--- src/rtl/audio_mixer.sv ---
// N-channel stereo mixer: per-channel Q1.7 gain, time-multiplexed MAC,
// saturating output with clip and overrun reporting.
module audio_mixer #(
    parameter int                      NUM_CHANNELS = 4,
    parameter int                      IN_WIDTH     = 16,
    parameter int                      OUT_WIDTH    = 16,
    parameter logic [NUM_CHANNELS-1:0] CH_SIGNED    = '0,
    parameter bit                      OUT_SIGNED   = 1'b0
) (
    input  logic                             clk,
    input  logic                             rst_n,
    input  logic                             sample_strobe_i,
    input  logic [NUM_CHANNELS*IN_WIDTH-1:0] ch_l_i,
    input  logic [NUM_CHANNELS*IN_WIDTH-1:0] ch_r_i,
    input  logic [NUM_CHANNELS*8-1:0]        gain_i,
    input  logic                             mute_i,
    input  logic                             overrun_clr_i,
    output logic [OUT_WIDTH-1:0]             audio_l_o,
    output logic [OUT_WIDTH-1:0]             audio_r_o,
    output logic                             sample_valid_o,
    output logic                             clip_l_o,
    output logic                             clip_r_o,
    output logic                             busy_o,
    output logic                             overrun_o
);

    localparam int IDX_W = (NUM_CHANNELS > 1) ? $clog2(NUM_CHANNELS) : 1;
    localparam int P_W   = IN_WIDTH + 9;
    localparam int ACC_W = P_W + $clog2(NUM_CHANNELS);
    localparam int SH    = OUT_WIDTH - IN_WIDTH;
    localparam int R_W   = ACC_W - 7 + SH;
    localparam int CH_W  = NUM_CHANNELS * IN_WIDTH;

    localparam logic [IDX_W-1:0]     LAST    = IDX_W'(NUM_CHANNELS - 1);
    localparam logic [OUT_WIDTH-1:0] MSB_O   = {1'b1, {(OUT_WIDTH-1){1'b0}}};
    localparam logic [OUT_WIDTH-1:0] SILENCE = OUT_SIGNED ? '0 : MSB_O;

    typedef enum logic [1:0] {
        S_IDLE,
        S_ACCUM,
        S_OUT
    } state_t;

    state_t                   state_q, state_d;
    logic [IDX_W-1:0]         idx_q;
    logic signed [ACC_W-1:0]  acc_l_q, acc_r_q;
    logic [CH_W-1:0]          snap_l_q, snap_r_q;
    logic [NUM_CHANNELS*8-1:0] snap_g_q;
    logic                     snap_mute_q;

    logic [IN_WIDTH-1:0]        raw_l, raw_r, flip;
    logic [7:0]                 g;
    logic signed [IN_WIDTH-1:0] s_l, s_r;
    logic signed [8:0]          g9;
    logic signed [P_W-1:0]      prod_l, prod_r;

    logic signed [R_W-1:0]  r_l, r_r;
    logic [OUT_WIDTH:0]     sat_l, sat_r;
    logic [OUT_WIDTH-1:0]   out_l, out_r;
    logic                   clip_l, clip_r;

    function automatic logic [OUT_WIDTH:0] saturate(input logic signed [R_W-1:0] r);
        logic [R_W-OUT_WIDTH:0] hi;
        hi = r[R_W-1:OUT_WIDTH-1];
        if (hi == '0 || hi == '1)
            saturate = {1'b0, r[OUT_WIDTH-1:0]};
        else if (r[R_W-1])
            saturate = {1'b1, 1'b1, {(OUT_WIDTH-1){1'b0}}};
        else
            saturate = {1'b1, 1'b0, {(OUT_WIDTH-1){1'b1}}};
    endfunction

    // Offset-binary channels become two's complement by flipping the MSB
    always_comb begin
        raw_l  = snap_l_q[idx_q*IN_WIDTH +: IN_WIDTH];
        raw_r  = snap_r_q[idx_q*IN_WIDTH +: IN_WIDTH];
        g      = snap_g_q[idx_q*8 +: 8];
        flip   = {~CH_SIGNED[idx_q], {(IN_WIDTH-1){1'b0}}};
        s_l    = raw_l ^ flip;
        s_r    = raw_r ^ flip;
        g9     = {1'b0, g};
        prod_l = P_W'(s_l) * P_W'(g9);
        prod_r = P_W'(s_r) * P_W'(g9);
    end

    always_comb begin
        r_l   = R_W'(signed'(acc_l_q[ACC_W-1:7])) <<< SH;
        r_r   = R_W'(signed'(acc_r_q[ACC_W-1:7])) <<< SH;
        sat_l = saturate(r_l);
        sat_r = saturate(r_r);
        out_l  = sat_l[OUT_WIDTH-1:0];
        out_r  = sat_r[OUT_WIDTH-1:0];
        clip_l = sat_l[OUT_WIDTH];
        clip_r = sat_r[OUT_WIDTH];
        if (snap_mute_q) begin
            out_l  = '0;
            out_r  = '0;
            clip_l = 1'b0;
            clip_r = 1'b0;
        end
        if (!OUT_SIGNED) begin
            out_l = out_l ^ MSB_O;
            out_r = out_r ^ MSB_O;
        end
    end

    always_comb begin
        state_d = state_q;
        unique case (state_q)
            S_IDLE:  if (sample_strobe_i) state_d = S_ACCUM;
            S_ACCUM: if (idx_q == LAST) state_d = S_OUT;
            S_OUT:   state_d = S_IDLE;
            default: state_d = S_IDLE;
        endcase
    end

    always_ff @(posedge clk or negedge rst_n) begin
        if (!rst_n) state_q <= S_IDLE;
        else        state_q <= state_d;
    end

    always_ff @(posedge clk or negedge rst_n) begin
        if (!rst_n) begin
            idx_q          <= '0;
            acc_l_q        <= '0;
            acc_r_q        <= '0;
            snap_l_q       <= '0;
            snap_r_q       <= '0;
            snap_g_q       <= '0;
            snap_mute_q    <= 1'b0;
            audio_l_o      <= SILENCE;
            audio_r_o      <= SILENCE;
            clip_l_o       <= 1'b0;
            clip_r_o       <= 1'b0;
            sample_valid_o <= 1'b0;
            overrun_o      <= 1'b0;
        end else begin
            sample_valid_o <= 1'b0;
            if (sample_strobe_i && state_q != S_IDLE)
                overrun_o <= 1'b1;
            else if (overrun_clr_i)
                overrun_o <= 1'b0;
            unique case (state_q)
                S_IDLE: begin
                    if (sample_strobe_i) begin
                        snap_l_q    <= ch_l_i;
                        snap_r_q    <= ch_r_i;
                        snap_g_q    <= gain_i;
                        snap_mute_q <= mute_i;
                        acc_l_q     <= '0;
                        acc_r_q     <= '0;
                        idx_q       <= '0;
                    end
                end
                S_ACCUM: begin
                    acc_l_q <= acc_l_q + ACC_W'(prod_l);
                    acc_r_q <= acc_r_q + ACC_W'(prod_r);
                    if (idx_q != LAST) idx_q <= idx_q + 1'b1;
                end
                S_OUT: begin
                    audio_l_o      <= out_l;
                    audio_r_o      <= out_r;
                    clip_l_o       <= clip_l;
                    clip_r_o       <= clip_r;
                    sample_valid_o <= 1'b1;
                end
                default: ;
            endcase
        end
    end

    assign busy_o = (state_q != S_IDLE);

endmodule

--- config.mk ---
export PLATFORM = sky130hd
export DESIGN_NAME = audio_mixer
export DESIGN_NICKNAME = d
export VERILOG_FILES = /design/src/rtl/audio_mixer.sv
export SDC_FILE = /design/constraint.sdc
export NUM_CORES = 1
export LEC_CHECK = 0
export ABC_AREA = 0
export ABC_CLOCK_PERIOD_IN_PS = 6900
export BUFFER_PORTS_ARGS = -buffer_cell sky130_fd_sc_hd__buf_2
export CAP_MARGIN = 25
export CORE_MARGIN = 2
export CORE_UTILIZATION = 30
export DETAILED_ROUTE_END_ITERATION = 10
export PLACE_DENSITY = 0.43
export REMOVE_ABC_BUFFERS = 1
export SLEW_MARGIN = 30
export SYNTH_ARGS = -nofsm -noshare
export SYNTH_HDL_FRONTEND = slang
export SYNTH_SLANG_ARGS = --single-unit
--- constraint.sdc ---
create_clock -name clk -period 6.9 [get_ports clk]
set_input_delay 1.38 -clock clk [delete_from_list [all_inputs] [get_ports clk]]
set_output_delay 1.38 -clock clk [all_outputs]
set_load 0.02 [all_outputs]
Word-level counts from Yosys, hierarchy flattened --
Index checks and enable logic that the tools add are counted.
Word-level totals: flip-flop bits (word level) 255, latch bits 0, RAM bits 0, bits in read-only memories 0, output and inout bits 37, logic and storage cells 72, memories 0
Cells by class: add/subtract/negate cells 3, $mul 2, divide/modulo/power cells 0, magnitude comparators 1, eq/ne operators 9, shifts and indexed selects 3, multiplexer cells 22, bitwise operators 5, reduce and logical (&&, ||, !) cells 13
Operators by type and width (count):
- $shiftx A64 B7 Y16 | 2
- $pmux W27 S2 | 2
- $mux W16 | 4
- $add A27 B25 Y27 | 2
- $mul A16 B9 Y25 | 2
- $mux W17 | 2
- $shiftx A32 B6 Y8 | 1
- $xor A16 B16 Y16 | 2
- $mux W27 | 1
- $eq A5 B5 Y1 const B | 2
- $logic_not A5 Y1 | 2
- $mux W2 | 4
- $ne A2 B2 Y1 const B | 4
- $pmux W2 S2 | 2
- $mux W1 | 6
- $reduce_and A2 Y1 | 3
- $reduce_bool A2 Y1 | 3
- $eq A2 B2 Y1 const B | 2
- $lt A2 B3 Y1 const B | 1
- $not A1 Y1 | 3
- $reduce_and A3 Y1 | 1
- $add A2 B1 Y2 const B | 1
- $bmux W1 S2 | 1
- $eq A2 B1 Y1 const B | 1
- 3 further kinds | 4

Longest topological paths before layout --
word-level depth 7, depth in mapped cells 28

Least setup slack after synthesis --
OpenSTA, ideal clock, no wires.
kind reg-to-reg, start point register idx_q[0], end point register acc_r_q[24], setup time 122 ps, arrival 6074 ps, data required time 6778 ps, slack 705 ps, cell stages (with the launch flop) 24, buffers on the path 3, clock period less this slack 6195 ps, cell sequence dfrtp_1 buf_2 buf_4 buf_2 mux2i_1 nand2_1 o21ai_1 nand2_1 fa_1 fa_1 fa_1 inv_1 fa_1 inv_1 fa_1 inv_1 ha_1 a21oi_2 inv_1 a211o_1 a41oi_2 inv_1 or3_1 a32o_1
On the way: word-level cells in the longest chain between the ends 7, elaborated cells between the ends (all ways) 9, classes of those cells add/sub: 1; mul: 1; shift: 2; mux: 3; bitwise: 2
RTL lines:
- start, declared | RTL line 45 | logic [IDX_W-1:0] idx_q;
- start signal, assigned | RTL line 158 | if (idx_q != LAST) idx_q <= idx_q + 1'b1;
- branches (longest 4 deep; another with $shiftx A64 B7 Y16)
- $mul A16 B9 Y25 (*) | RTL line 83 | prod_r = P_W'(s_r) * P_W'(g9);
- $add A27 B25 Y27 (*) | RTL line 157 | acc_r_q <= acc_r_q + ACC_W'(prod_r);
- $pmux W27 S2 (*) | RTL line 143 | unique case (state_q)
- end signal, assigned | RTL line 157
- end, declared | RTL line 46 | logic signed [ACC_W-1:0] acc_l_q, acc_r_q;
Every way passes the cells marked *. The select of a mux whose other input is x is not followed. A chain may end at the register's enable or synchronous reset.

Worst setup path after layout --
start point register idx_q[0], end point register acc_l_q[26]
On the way: word-level cells in the longest chain between the ends 7, elaborated cells between the ends (all ways) 9, classes of those cells add/sub: 1; mul: 1; shift: 2; mux: 3; bitwise: 2
RTL lines:
- branches (longest 4 deep; another with $shiftx A64 B7 Y16)
- $mul A16 B9 Y25 (*) | RTL line 82 | prod_l = P_W'(s_l) * P_W'(g9);
- $add A27 B25 Y27 (*) | RTL line 156 | acc_l_q <= acc_l_q + ACC_W'(prod_l);
- $pmux W27 S2 (*) | RTL line 143
- end signal, assigned | RTL line 156
- end, declared | RTL line 46
Marked as above.

==> results.cfg <==
[placed_design]
place_hpwl_mm = 48.9
port-buffer-count = 201
routabilityCongestion = 0.863

[critical_path]
cp_cell_sequence = buf_16, mux2_2, o21a_1, buf_12, nand2_1, fa_1, fa_1, inv_1, fa_1, fa_1, inv_1, fa_1, inv_1, ha_1, nand4_1, nor3_1, o41a_1, o22ai_1, a21o_1, a21oi_1, mux2i_1
crit_path_start = idx_q[0]$_DFFE_PN0P_
start_kind = flip-flop
criticalPathCategory = flip-flop to flip-flop
end_kind = flip-flop
cpMaxStageDelayCell = dfrtp_4
reg2reg_slack_ns = 0.38
required_ns = 7.42
worstReg2RegStart = idx_q[0]$_DFFE_PN0P_
path_depth = 21
critPathArrivalTime_ns = 7.03
cpPeakStageDelay_ns = 0.68
worstRegToRegCells = 21
path_buf_inv = 5
cp_max_fo = 27
r2r_end = acc_l_q[26]$_DFFE_PN0P_
critPathTopFamily = adder cells
cpMostUsedCell = fa_1

[route]
top_layer_used = met4
viasPerCell = 4.57
wl_per_cell_um = 16.9
num_vias = 17000
drt-pass1-iter-count = 8
drc = 14
drtAntennaViolNets = 0
wl_mm = 63.0
drt-initial-drc-count = 873
route.met2.wl_mm = 27.2
wl_met1_mm = 32.1
wl_met3_mm = 2.62

[synthesis]
synth_edf_count = 0
yosysMostFrequentCell = nand2_1
synthTopCellsByCount = nand2_1, inv_1, fa_1
synth_flop_cell = dfrtp_1
yosys.area.top_type = dfrtp_1
syn_inst = 2546
ys_async_sr_fraction = 1.00
synth.distinct_cells = 73
ys_seq_area_frac = 0.288
synth-seq-cells = 255
synth_area_per_cell_um2 = 8.71
yosys.area.top_type_share = 0.286
yosys_warnings = 0
syn-cell-area_um2 = 22200
netlist_top_cells_area = dfrtp_1, fa_1, nand2_1

[floorplan]
ios = 202
die_y_um = 276
die_w_um = 276
rows = 99
coreArea_um2 = 73100
dieArea_um2 = 76100
initial_core_util = 0.303

[timing]
finalSetupViolations = 0
fin_crit_sh = 0.945
finalMaxSlewViolations = 0
timing.slew.headroom = 0.403
clock-skew-final_ns = 0.0188
clock.fmax_ghz = 0.153
rsz0062_at_grt = no
tightest_slew_ns = 0.895
hold_violations = 0
fin_crit_ns = 6.52

[final_layout]
syn2layout_area_growth_pct = 16.7
nNetsFinal = 3273
layout-drive-gt1-share = 0.147
n_fill_cell = 7649
post-route-util = 0.354

[clocking]
path_clk_slew_ns = 0.06
cts.sinks = 255
ctsHoldBuffers = 0
h-tree-depth = 1
insertion_delay_ns = 0.61
cts_root_buf = clkbuf_16
clk_path_buf_depth = 3
cts_tree = built
cts_buffers = 31

[global_route]
gr-total-overflow = 0
antenna_found_initial = 0
grt_max_degree = 146
grt_pass1_vias = 18300
grt_pass1_wl_mm = 102
grt_usage = 0.169

[min_path]
worstHoldStart = snap_g_q[11]$_DFFE_PN0P_
worstHoldPathCells = 2
hold_end = snap_g_q[11]$_DFFE_PN0P_
hp-class = flip-flop to flip-flop

[outcome]
status = finished, violations left
violations = DRC

[job]
cap_violations = 0
-- how the worst max path moves through the flow --
| stage | to |
|---|---|
| floorplan | acc_r_q[24]$_DFFE_PN0P_ |
| global placement | acc_r_q[24]$_DFFE_PN0P_ |
| detailed placement | acc_r_q[21]$_DFFE_PN0P_ |
| CTS | acc_r_q[21]$_DFFE_PN0P_ |
| global route | acc_r_q[21]$_DFFE_PN0P_ |
| finish | acc_l_q[26]$_DFFE_PN0P_ |
-- worst register-to-register path, cell delays in order, from the launching register on --
cell and delay [ns]:
dfrtp_4 0.68, buf_16 0.23, mux2_2 0.37, o21a_1 0.21, buf_12 0.17, nand2_1 0.22
fa_1 0.54, fa_1 0.53, inv_1 0.05, fa_1 0.49, fa_1 0.49, inv_1 0.05
fa_1 0.47, inv_1 0.04, ha_1 0.43, nand4_1 0.27, nor3_1 0.33, o41a_1 0.19
o22ai_1 0.09, a21o_1 0.17, a21oi_1 0.20, mux2i_1 0.21
-- metal layers --
layer  vias to the layer above  global-route usage
li1                       8344                   -
met5                         -                   0
met4                         0              0.0332
met3                        56              0.0172
met2                       315               0.257
met1                      8294               0.260
-- area by class of cell --
class,count,area [µm²],share of cell area
tap,959,1200,0.0464
timing repair buffer,272,1730,0.0668
clock inverter,16,282,0.0109
inverter,370,1390,0.0537
clock buffer,42,907,0.0351
multi-input combinational,1805,14000,0.540
sequential,255,6390,0.247
antenna,1,2.50,0.0000968
-- per-stage QoR --
stage / setup slack [ns] / hold WS, ns / cells / cell area, µm² / TNS, ns
finish: 0.382 / 0.467 / 3720 / 25900 / 0
global route: 0.0368 / 0.495 / 3719 / 25900 / 0
CTS: 0.290 / 0.472 / 3717 / 25800 / 0
detailed placement: 0.299 / 0.457 / 3659 / 24600 / 0
global placement: 0.362 / 0.456 / 3659 / 24600 / 0
floorplan: -1.80 / 0.440 / 2430 / 21700 / -49.70
-- repair_timing --
item	CTS	global route
setup buffers	0	1
resized for setup	0	0
endpoints found under the setup margin	0	3
endpoints found under the hold margin	0	0
-- flip-flops by register name (all words and copies together), names as in the netlist --
signal,count
snap_mute_q,1
overrun_o,1
state_q,2
clip_l_o,1
sample_valid_o,1
snap_g_q,32
snap_l_q,64
audio_r_o,16
acc_r_q,27
snap_r_q,64
clip_r_o,1
idx_q,2
acc_l_q,27
audio_l_o,16
-- cells by family (layout without fill, tap and decap cells) --
family | after synthesis | after routing | share of synthesized area
AOI/OAI and AO/OA | 322 | 322 | 0.0929
xor gates and xnor gates | 39 | 39 | 0.0154
adders and majority gates | 373 | 373 | 0.297
buffers and inverters | 486 | 700 | 0.0841
DFF | 255 | 255 | 0.288
muxes | 74 | 74 | 0.0418
other | 0 | 1 | 0
and+or+nand+nor | 997 | 997 | 0.181
-- cell usage in the layout (no fill, tap or decap), drive strengths merged, types with 4 or more instances in the layout --
master / count
mux2: 29
o31ai: 5
nor2: 153
o21a: 25
clkbuf: 42
a31oi: 6
xor2: 12
dfrtp: 253
nor3: 8
o211ai: 4
ha: 119
a211oi: 6
nand3: 36
nand2b: 9
nand4: 15
nand2: 715
inv: 371
bufinv: 7
a32o: 4
o21ai: 127
or3: 5
a21o: 25
mux4: 12
xnor2: 27
buf: 272
a21oi: 74
o21bai: 7
and3: 6
nor2b: 19
fa: 254
mux2i: 33
or2: 6
and2: 20
a211o: 4
clkinv: 8
Power is left out: the tool's default activity adds up to more than one toggle a clock period on the data nets, which glitch-free logic cannot reach.
